`config.mk`:
```
export PLATFORM = sky130hd
export DESIGN_NAME = seq_control
export DESIGN_NICKNAME = d
export VERILOG_FILES = /design/src/rtl/seq_control.sv
export SDC_FILE = /design/constraint.sdc
export NUM_CORES = 1
export LEC_CHECK = 0
export CAP_MARGIN = 40
export CORE_AREA = 8 8 45 47
export DETAILED_ROUTE_END_ITERATION = 8
export DIE_AREA = 0 0 53 55
export DONT_BUFFER_PORTS = 1
export GPL_ROUTABILITY_DRIVEN = 0
export HOLD_SLACK_MARGIN = 0.05
export PLACE_DENSITY = 0.56
export SLEW_MARGIN = 20
export SYNTH_ARGS = -nofsm -noshare
export SYNTH_HDL_FRONTEND = slang
export SYNTH_SLANG_ARGS = --single-unit
```
`constraint.sdc`:
```
create_clock -name clk -period 3.75 [get_ports clk]
set_input_delay 0 -clock clk [delete_from_list [all_inputs] [get_ports clk]]
set_output_delay 0 -clock clk [all_outputs]
set_load 0.005 [all_outputs]
```
`src/rtl/seq_control.sv`:
```
// rtl/seq_control.sv - control FSM for the bit-scan data path (load, four even-bit scan steps, done/ack, watchdog)
module seq_control #(
    parameter int MAX_STEPS = 4
) (
    input  logic       clk,
    input  logic       rst,
    input  logic       start,
    input  logic       ack,
    input  logic       b,
    input  logic       it_end,
    output logic       y_en,
    output logic       y_store_x,
    output logic [1:0] y_select_next,
    output logic       s_en,
    output logic       s_zero,
    output logic       s_add,
    output logic [1:0] s_step,
    output logic       busy,
    output logic       done,
    output logic       err
);

    typedef enum logic [1:0] {
        IDLE = 2'd0,
        OPER = 2'd1,
        DONE = 2'd2,
        ERR  = 2'd3
    } state_t;

    // y input selector codes
    localparam logic [1:0] SEL_HOLD  = 2'd0;
    localparam logic [1:0] SEL_PLUS  = 2'd2;
    localparam logic [1:0] SEL_MINUS = 2'd3;

    localparam logic [2:0] MAX_CNT = 3'(MAX_STEPS);

    state_t     state;
    logic [2:0] step_cnt;
    logic       err_q;
    logic       trip;

    // Watchdog fires when the scan has used its full step budget without reaching the end
    assign trip = (state == OPER) && !it_end && (step_cnt == MAX_CNT);

    // State, step counter and sticky error register
    always_ff @(posedge clk) begin
        if (rst) begin
            state    <= IDLE;
            step_cnt <= 3'd0;
            err_q    <= 1'b0;
        end else begin
            unique case (state)
                IDLE: begin
                    if (start) begin
                        state    <= OPER;
                        step_cnt <= 3'd0;
                        err_q    <= 1'b0;
                    end
                end
                OPER: begin
                    if (trip) begin
                        err_q <= 1'b1;
                        state <= ERR;
                    end else if (it_end) begin
                        state <= DONE;
                    end else begin
                        step_cnt <= step_cnt + 3'd1;
                    end
                end
                DONE: begin
                    if (ack) begin
                        state <= IDLE;
                    end
                end
                ERR: begin
                    state <= IDLE;
                end
                default: begin
                    state <= IDLE;
                end
            endcase
        end
    end

    // Control strobes decoded from state and inputs; reset forces every output low
    always_comb begin
        y_en          = 1'b0;
        y_store_x     = 1'b0;
        y_select_next = SEL_HOLD;
        s_en          = 1'b0;
        s_zero        = 1'b0;
        s_add         = 1'b0;
        s_step        = 2'd0;
        busy          = 1'b0;
        done          = 1'b0;
        err           = 1'b0;
        if (!rst) begin
            err = err_q;
            unique case (state)
                IDLE: begin
                    if (start) begin
                        y_en      = 1'b1;
                        y_store_x = 1'b1;
                        s_en      = 1'b1;
                        s_zero    = 1'b1;
                        s_add     = 1'b1;
                    end
                end
                OPER: begin
                    busy = 1'b1;
                    if (!trip) begin
                        y_en          = 1'b1;
                        y_select_next = b ? SEL_MINUS : SEL_PLUS;
                        if (!it_end) begin
                            s_en   = 1'b1;
                            s_add  = 1'b1;
                            s_step = 2'd2;
                        end
                    end
                end
                DONE: begin
                    done = 1'b1;
                end
                ERR: begin
                    err = 1'b1;
                end
                default: begin
                    err = err_q;
                end
            endcase
        end
    end

endmodule

```
Word-level counts from Yosys, hierarchy flattened

Index checks and enable logic that the tools add are counted.

Multiplexer cells: 36
Equal/unequal tests: 10
Add/subtract/negate cells: 1
Reductions and logical operators: 8

Operators by type and width:

| kind                                                                  | count |
|---|---|
| 2-bit two-way mux                                                     | 11 |
| 1-bit two-way mux                                                     | 17 |
| 2-bit inequality test, second input constant                          | 5 |
| 3-bit two-way mux                                                     | 3 |
| 2-bit case mux with 4 select lines                                    | 1 |
| 1-bit case mux with 2 select lines                                    | 3 |
| 3-bit case mux with 2 select lines                                    | 1 |
| 3-bit AND reduction                                                   | 2 |
| 2-bit equality test, second input constant                            | 2 |
| 4-bit AND reduction                                                   | 1 |
| 3-bit by 1-bit adder with 3-bit output, second input constant         | 1 |
| 3-bit equality test, second input constant                            | 1 |
| 3-bit inequality test, second input constant                          | 1 |
| 2-bit by 1-bit equality test with 1-bit output, second input constant | 1 |
| 1-bit logical AND                                                     | 2 |
| 2-bit logical NOT                                                     | 1 |
| 2-bit nonzero test                                                    | 1 |
| 1-bit logical NOT                                                     | 1 |

Logic and storage cells: 58
Flip-flop bits (word level): 6
Bits of input ports: 6
Output and inout port bits: 12

Logic depth before layout (Yosys ltp)

Gate-level depths: netlist (run 1).

Word-level depth: 6
Depth in mapped cells: 6
Depth with buffers taken out: 6

Least setup slack after synthesis (run 1)

No wires, ideal clock.

Path type: register to register
From: reg step_cnt[0]
To: reg step_cnt[2]
Path buffers: 0
Library setup time: 72 ps
Path slack: 2420 ps
Arrival: 1259 ps
Stages on the path, launching flop included: 7
Required time: 3678 ps
Clock period less this slack: 1330 ps
Path through: dfxtp_1 inv_1 ha_1 a21oi_1 a21boi_2 nor3b_2 mux2i_1

Cells in the longest elaborated chain, start to end: 4
Elaborated cells between the ends (all ways): 8
Classes of those cells: add/sub: 1; eq/ne: 2; mux: 3; reduce/logical: 2

Ends and longest elaborated chain:

| what                                                                          | line   | text |
|---|---|---|
| start: declaration                                                            | 38     | `logic [2:0] step_cnt;` |
| start signal: assignment                                                      | 67     | `step_cnt <= step_cnt + 3'd1;` |
| 3-bit by 1-bit adder with 3-bit output or 3-bit equality test (tied branches) | 67, 43 |  |
| 3-bit two-way mux or 1-bit logical AND (tied branches)                        | 64, 43 |  |
| 3-bit two-way mux or 2-bit inequality test (tied branches)                    | n/a    |  |
| 3-bit case mux with 2 select lines or 4-bit AND reduction (tied branches)     | n/a    |  |

Parallel ways exist; a longest one is shown, timed or not. The select of a mux whose other input is x is not followed.
A chain may end at the register's enable or synchronous reset.

Final worst setup path (run 1)

From: reg step_cnt[0]
To: out s_add

Cells in the longest elaborated chain, start to end: 5

Ends and longest elaborated chain:

| what                               | line | text |
|---|---|---|
| 3-bit equality test                | 43   | `assign trip = (state == OPER) && !it_end && (step_cnt == MAX_CNT);` |
| 1-bit logical AND                  | 43   |  |
| 1-bit two-way mux                  | 111  | `if (!trip) begin` |
| 1-bit case mux with 2 select lines | 99   | `unique case (state)` |
| 1-bit two-way mux                  | 97   | `if (!rst) begin` |
| end: declaration                   | 16   | `output logic s_add,` |

No other way between the ends.

==> impl_metrics.json, run 1 <==
{
  "vias": 340,
  "path_buf_inv": 1,
  "numCtsBuffers": 3,
  "rr_startpoint": "state[0]",
  "cp_slowest_cell": "nor3_1",
  "clk_latency_ps": 250,
  "dr.pass1.iters": 4,
  "clock_skew_ps": 3.496,
  "max_freq_ghz": 0.6246,
  "htree_num_levels": 1,
  "cts-root-buf": "clkbuf_4",
  "ys_seq_elements": 6,
  "maxCapViolCount": 0,
  "core_sq_um": 1384,
  "clock_path_buffers": 2,
  "fin_ws_ps": 2149,
  "track_usage": 0.06780,
  "maxSlewViolCount": 0,
  "yosysSeqAreaShare": 0.2857,
  "fillCellCount": 153,
  "yosysWarnings": 0,
  "dieHeight_microns": 55,
  "synthTopCellsByArea": "dfxtp_1 29%, ha_1 6.0%, nor3b_2 6.0%",
  "grt_max_degree": 12,
  "final_cells": 68,
  "synthCells": 51,
  "post_cts_resized": 0,
  "critPathKind": "reg -> out",
  "min_path_type": "in -> out",
  "crit_arrival_ps": 1600,
  "drt-total-wl_microns": 909,
  "final_cell_mix": "6 x dfxtp_1, 5 x nor2_1, 4 x nand2_1, 4 x a21oi_1",
  "fin_util": 0.3327,
  "netlist_area_sq_um": 420.4,
  "initial_core_util": 0.3038,
  "dieWidth_microns": 53,
  "wire_per_inst_microns": 13.37,
  "dieArea_sq_um": 2915,
  "crit_family": "compound AO/OA/AOI/OAI gates",
  "synth_top_area_frac": 0.2857,
  "yosysUniqueCellTypes": 24,
  "drtAntennaViolNets": 0,
  "cpPeakStageDelay_ps": 340,
  "period_needed_ps": 1601,
  "first_iter_violations": 6,
  "synth_top_area_cell": "dfxtp_1",
  "cts_tree": "done",
  "overflow": 0,
  "setup_viol": 0,
  "grt_pass1_wl_microns": 1414,
  "period_share": 0.4269,
  "drive_gt1_frac": 0.2115,
  "run_status": "finished, final reports clean",
  "crit_path_max_fanout": 3,
  "place_ws_ps": 2242,
  "io_buffers": 0,
  "syn_nets": 59,
  "n_antenna_cell": 0,
  "layout-area-overhead-vs-synth_pct": 9.524,
  "ioPinCount": 18,
  "fin_total_pwr_mw": 0.1565,
  "mostFrequentLayoutCell": "dfxtp_1",
  "dp_cells": 62,
  "setup_tns_ps": 0,
  "path_cells": "inv_1, ha_1, a21oi_1, a21boi_2, nor3_1",
  "min_from": "rst",
  "required_ps": 3750,
  "irDropWorstVdd_mv": 0.1212,
  "via_per_inst": 5.000,
  "fp-row-count": 14,
  "syn_avg_cell_area_sq_um": 8.243,
  "drc": 0,
  "crit_start": "step_cnt[0]",
  "hold_violations": 0,
  "nNetsFinal": 62,
  "worst_setup_path_start_kind": "flop",
  "clk_pin_slew_worst_paths_ps": 50,
  "leakagePower_nw": 0.1786,
  "endpoint_kind": "output pin",
  "antenna_found_initial": 0,
  "powerDensity_nw_per_um2": 339.9,
  "first_global_vias": 335,
  "cts_sinks": 6,
  "rsz0062_at_grt": "false"
}
==> kinds of logic (layout without fill, tap and decap cells) <==
| logic type | after synthesis | after routing | share of synthesized area |
|---|---|---|---|
| multiplexers | 2 | 2 | 0.04762 |
| AND/OR/NAND/NOR | 24 | 24 | 0.3541 |
| buffers and inverters | 8 | 9 | 0.1042 |
| adder cells (fa/ha/maj) | 2 | 2 | 0.05951 |
| other | 1 | 1 | 0.008920 |
| flip-flops | 6 | 6 | 0.2857 |
| AO/OA/AOI/OAI | 8 | 8 | 0.1399 |
==> sequential cells by signal, summed over array words and instances, names as in the netlist <==
signal    flops
step_cnt      3
err_q         1
state         2
==> path summary, 6_finish.rpt <==
kind	end	slack [ps]	cells after the start
worst min-delay path	s_add	60	1
worst max-delay path	s_add	2150	5
worst max register to register	state[0]	2190	3
worst min register to register	step_cnt[1]	480	2
==> stage by stage <==
stage | hold slack (ps) | area (sq um)
after floorplan | 110.3 | 420.4
after global placement | 38.60 | 407.9
after detailed placement | 39.23 | 407.9
after CTS | 62.17 | 460.4
after global routing | 71.19 | 460.4
final | 60.19 | 460.4
==> power breakdown <==
part / leakage, nW / internal [mW] / total [mW] / switching, mW
clock: 0.0138 / 0.0364 / 0.0619 / 0.0255
sequential: 0.0487 / 0.0659 / 0.0693 / 0.00345
combinational: 0.116 / 0.0118 / 0.0253 / 0.0135
==> cell type report <==
| cell class | count | area (sq um) | share of cell area |
|---|---|---|---|
| inverters | 3 | 11.26 | 0.02446 |
| flip-flops and latches | 6 | 120.1 | 0.2609 |
| repair buffers | 3 | 30.03 | 0.06522 |
| well taps | 16 | 20.02 | 0.04348 |
| clock buffers | 3 | 22.52 | 0.04891 |
| multi-input cells | 37 | 256.5 | 0.5571 |
==> layer usage <==
metal,share of wire,global-route usage,wire (microns)
met1,0.46,0.07763,420
met4,0.015,0.07759,14
met5,0,0,0
met2,0.46,0.09961,419
met3,0.061,0.01070,55
==> cell usage after synthesis <==
master / number
dfxtp_1: 6
nor2_1: 5
a21oi_1: 4
nand2_1: 4
buf_4: 3
inv_1: 3
and2_1: 2
buf_2: 2
ha_1: 2
mux2i_1: 2
nor3_1: 2
nor3b_1: 2
nor3b_2: 2
or2_2: 2
a211oi_1: 1
a21boi_2: 1
conb_1: 1
nand2b_4: 1
nand3_1: 1
nand3b_1: 1
nor2_2: 1
o21a_1: 1
o31ai_2: 1
or2b_1: 1
==> timing repair <==
action                    4_1_cts  5_1_grt
setup buffers                   0        0
hold endpoints to repair        9        0
hold buffers                    3        0
Power figures use the tool's default switching activity.
==> run 2, diff against run 1 <==
Settings changed: ABC_AREA from default to 1, PLACE_DENSITY 0.56 to 0.59.
Clock period 3.75 ns to 1.59 ns, I/O delays scaled along.
==> impl_metrics.json, run 2 <==
{
  "irDropWorstVdd_mv": 0.2918,
  "cts_hold_buf": 4,
  "post_cts_resized": 0,
  "min_from": "rst",
  "first_global_vias": 338,
  "endpoint_kind": "output pin",
  "maxSlewViolCount": 0,
  "cts-root-buf": "clkbuf_4",
  "synth_top_area_cell": "dfxtp_1",
  "powerDensity_nw_per_um2": 1004,
  "htree_num_levels": 1,
  "period_needed_ps": 1418,
  "power.share.clock": 0.300,
  "final_cells": 85,
  "nNetsFinal": 79,
  "yosys.cell_count.top_type": "nand2_1",
  "period_share": 0.8918,
  "dr_wl_met2_microns": 418,
  "fp-row-count": 14,
  "setup_tns_ps": 0,
  "synthTopCellsByArea": "dfxtp_1 27%, nand2_1 10%, inv_1 7.5%",
  "synth_compound_gate_area_share": 0.1167,
  "combinationalPowerShare": 0.333,
  "clk_latency_ps": 250,
  "clk_pin_slew_worst_paths_ps": 50,
  "path_buf_inv": 1,
  "stdcell_area_sq_um": 506.7,
  "cts_sinks": 6,
  "antenna_found_initial": 0,
  "vias": 395,
  "clock_path_buffers": 2,
  "p_int_mw": 0.3123,
  "netlist_area_sq_um": 450.4,
  "met1_length_microns": 486,
  "setup_viol": 0,
  "syn_avg_cell_area_sq_um": 6.825,
  "synthTopCellsByCount": "12 x nand2_1, 9 x inv_1, 9 x nor2_1",
  "synthCells": 66,
  "cts_tree": "done",
  "dieHeight_microns": 55,
  "async_flop_share": 0,
  "dr.pass1.iters": 3,
  "maxCapViolCount": 0,
  "dr_wl_met3_microns": 57,
  "leakagePower_nw": 0.2203,
  "first_iter_violations": 9,
  "cts_setup_buffers": 0,
  "final_cell_mix": "12 x nand2_1, 9 x inv_1, 9 x nor2_1, 6 x a21oi_1, 6 x dfxtp_1",
  "ys_seq_elements": 6,
  "yosys.area_share.simple": 0.4028,
  "placed_cell_area_sq_um": 444.2,
  "grt_max_degree": 12,
  "max_freq_ghz": 0.7052,
  "required_ps": 1590,
  "numCtsBuffers": 3,
  "reg2reg_slack_ps": 330,
  "yosysUniqueCellTypes": 19,
  "drtAntennaViolNets": 0,
  "p_sw_mw": 0.1964,
  "top_register": "step_cnt",
  "n_antenna_cell": 0,
  "dieWidth_microns": 53,
  "worstHoldEndpoint": "s_add",
  "largestRegisters": "step_cnt (3), state (2), err_q (1)",
  "track_usage": 0.07596,
  "run_status": "finished, final reports clean",
  "worst_setup_path_start_kind": "flop",
  "critPathKind": "reg -> out",
  "ys.flop_type": "dfxtp_1",
  "wire_per_inst_microns": 11.76,
  "io_buffers": 0,
  "overflow": 0,
  "synthAdderAreaFrac": 0.05556,
  "dp_cells": 78,
  "r2r_end": "step_cnt[1]",
  "yosysSeqAreaShare": 0.2667,
  "rr_startpoint": "step_cnt[0]",
  "cpPeakStageDelay_ps": 380,
  "clock_skew_ps": 4.576,
  "dp_hpwl_microns": 736.8,
  "layout-area-overhead-vs-synth_pct": 12.50,
  "hold_violations": 0,
  "synth_top_area_frac": 0.2667,
  "min_path_type": "in -> out",
  "crit_arrival_ps": 1420,
  "synth_edf_count": 0,
  "initial_core_util": 0.3255,
  "rr_worst_depth": 8,
  "drc": 0,
  "cp_slowest_cell": "dfxtp_1",
  "drive_gt1_frac": 0.1739,
  "switching_share": 0.3861,
  "hold_slack_ps": 49.43,
  "hold_path_depth": 1,
  "path_cells": "inv_1, ha_1, nand2_1, nand3_4, a21oi_1",
  "synth-xor-area-share": 0,
  "ioPinCount": 18,
  "crit_path_max_fanout": 8,
  "rsz0062_at_grt": "false",
  "dieArea_sq_um": 2915,
  "syn_nets": 74,
  "drt-total-wl_microns": 1000,
  "pwr-share-seq": 0.367,
  "fin_ws_ps": 172.0,
  "synth_top_family_by_area": "simple AND/OR/NAND/NOR gates",
  "via_per_inst": 4.647,
  "synth_mux_area_frac": 0,
  "top_layer_used": "met4",
  "place_ws_ps": 376.0,
  "crit_family": "flip-flops",
  "core_sq_um": 1384,
  "grt_pass1_wl_microns": 1504,
  "mostFrequentLayoutCell": "nand2_1",
  "yosysWarnings": 0,
  "crit_start": "step_cnt[0]",
  "largest_reg_flops": 3
}
run 2: cell types whose count changed in the layout (fill, tap and decap cells not counted), moves of 3 or more:
cell	change
inv_1	+6
nand2_1	+8
nand3_1	+3
nor2_1	+4
run 2: kinds of logic after synthesis:
| family | after synthesis |
|---|---|
| AOI/OAI and AO/OA | 9 |
| adders and majority gates | 2 |
| buffers and inverters | 15 |
| DFF | 6 |
| other | 1 |
| and+or+nand+nor | 33 |
run 2: power by group through the flow:
| stage | Combinational (mW) | Clock [mW] | Sequential, mW |
|---|---|---|---|
| after floorplan | 0.148 | 0 | 0.186 |
| after global placement | 0.158 | 0 | 0.189 |
| after detailed placement | 0.157 | 0 | 0.190 |
| after CTS | 0.171 | 0.158 | 0.187 |
| after global routing | 0.194 | 0.167 | 0.188 |
| final | 0.169 | 0.152 | 0.187 |
run 2: layer usage:
layer  global-route usage  vias up
li1                     -      209
met1              0.09119      168
met2              0.09180       14
met3              0.02941        4
met4              0.09052        0
met5                    0        -
run 2: worst reg2reg max path, stage by stage (launching register included):
cell and delay [ps]:
dfxtp_1 380, inv_1 60, ha_1 200, nand2_1 120, nand3_4 140, nand2_4 100
nand2_1 50, nand2_1 50, nor2_1 30
run 2: final cells by class:
| class | count | area, sq um |
|---|---|---|
| clock buffers | 3 | 22.52 |
| flip-flops and latches | 6 | 120.1 |
| fillers | 161 | 877.1 |
| repair buffers | 4 | 40.04 |
| well taps | 16 | 20.02 |
| inverters | 11 | 41.29 |
| multi-input cells | 45 | 262.8 |
run 2: how the worst max path moves through the flow:
stage,slack [ps],depth (start not counted),end
finish,170,5,s_en
global route,20,5,s_add
CTS,150,5,s_add
detailed placement,380,7,step_cnt[0]
global placement,380,8,step_cnt[1]
floorplan,420,6,s_en
run 2: per-stage QoR:
step	util	power (mW)
3_3_place_gp	0.3210	0.3473
3_5_place_dp	0.3210	0.3475
6_report	0.3662	0.5087
4_1_cts	0.3662	0.5159
2_1_floorplan	-	0.3345
5_1_grt	0.3662	0.5499
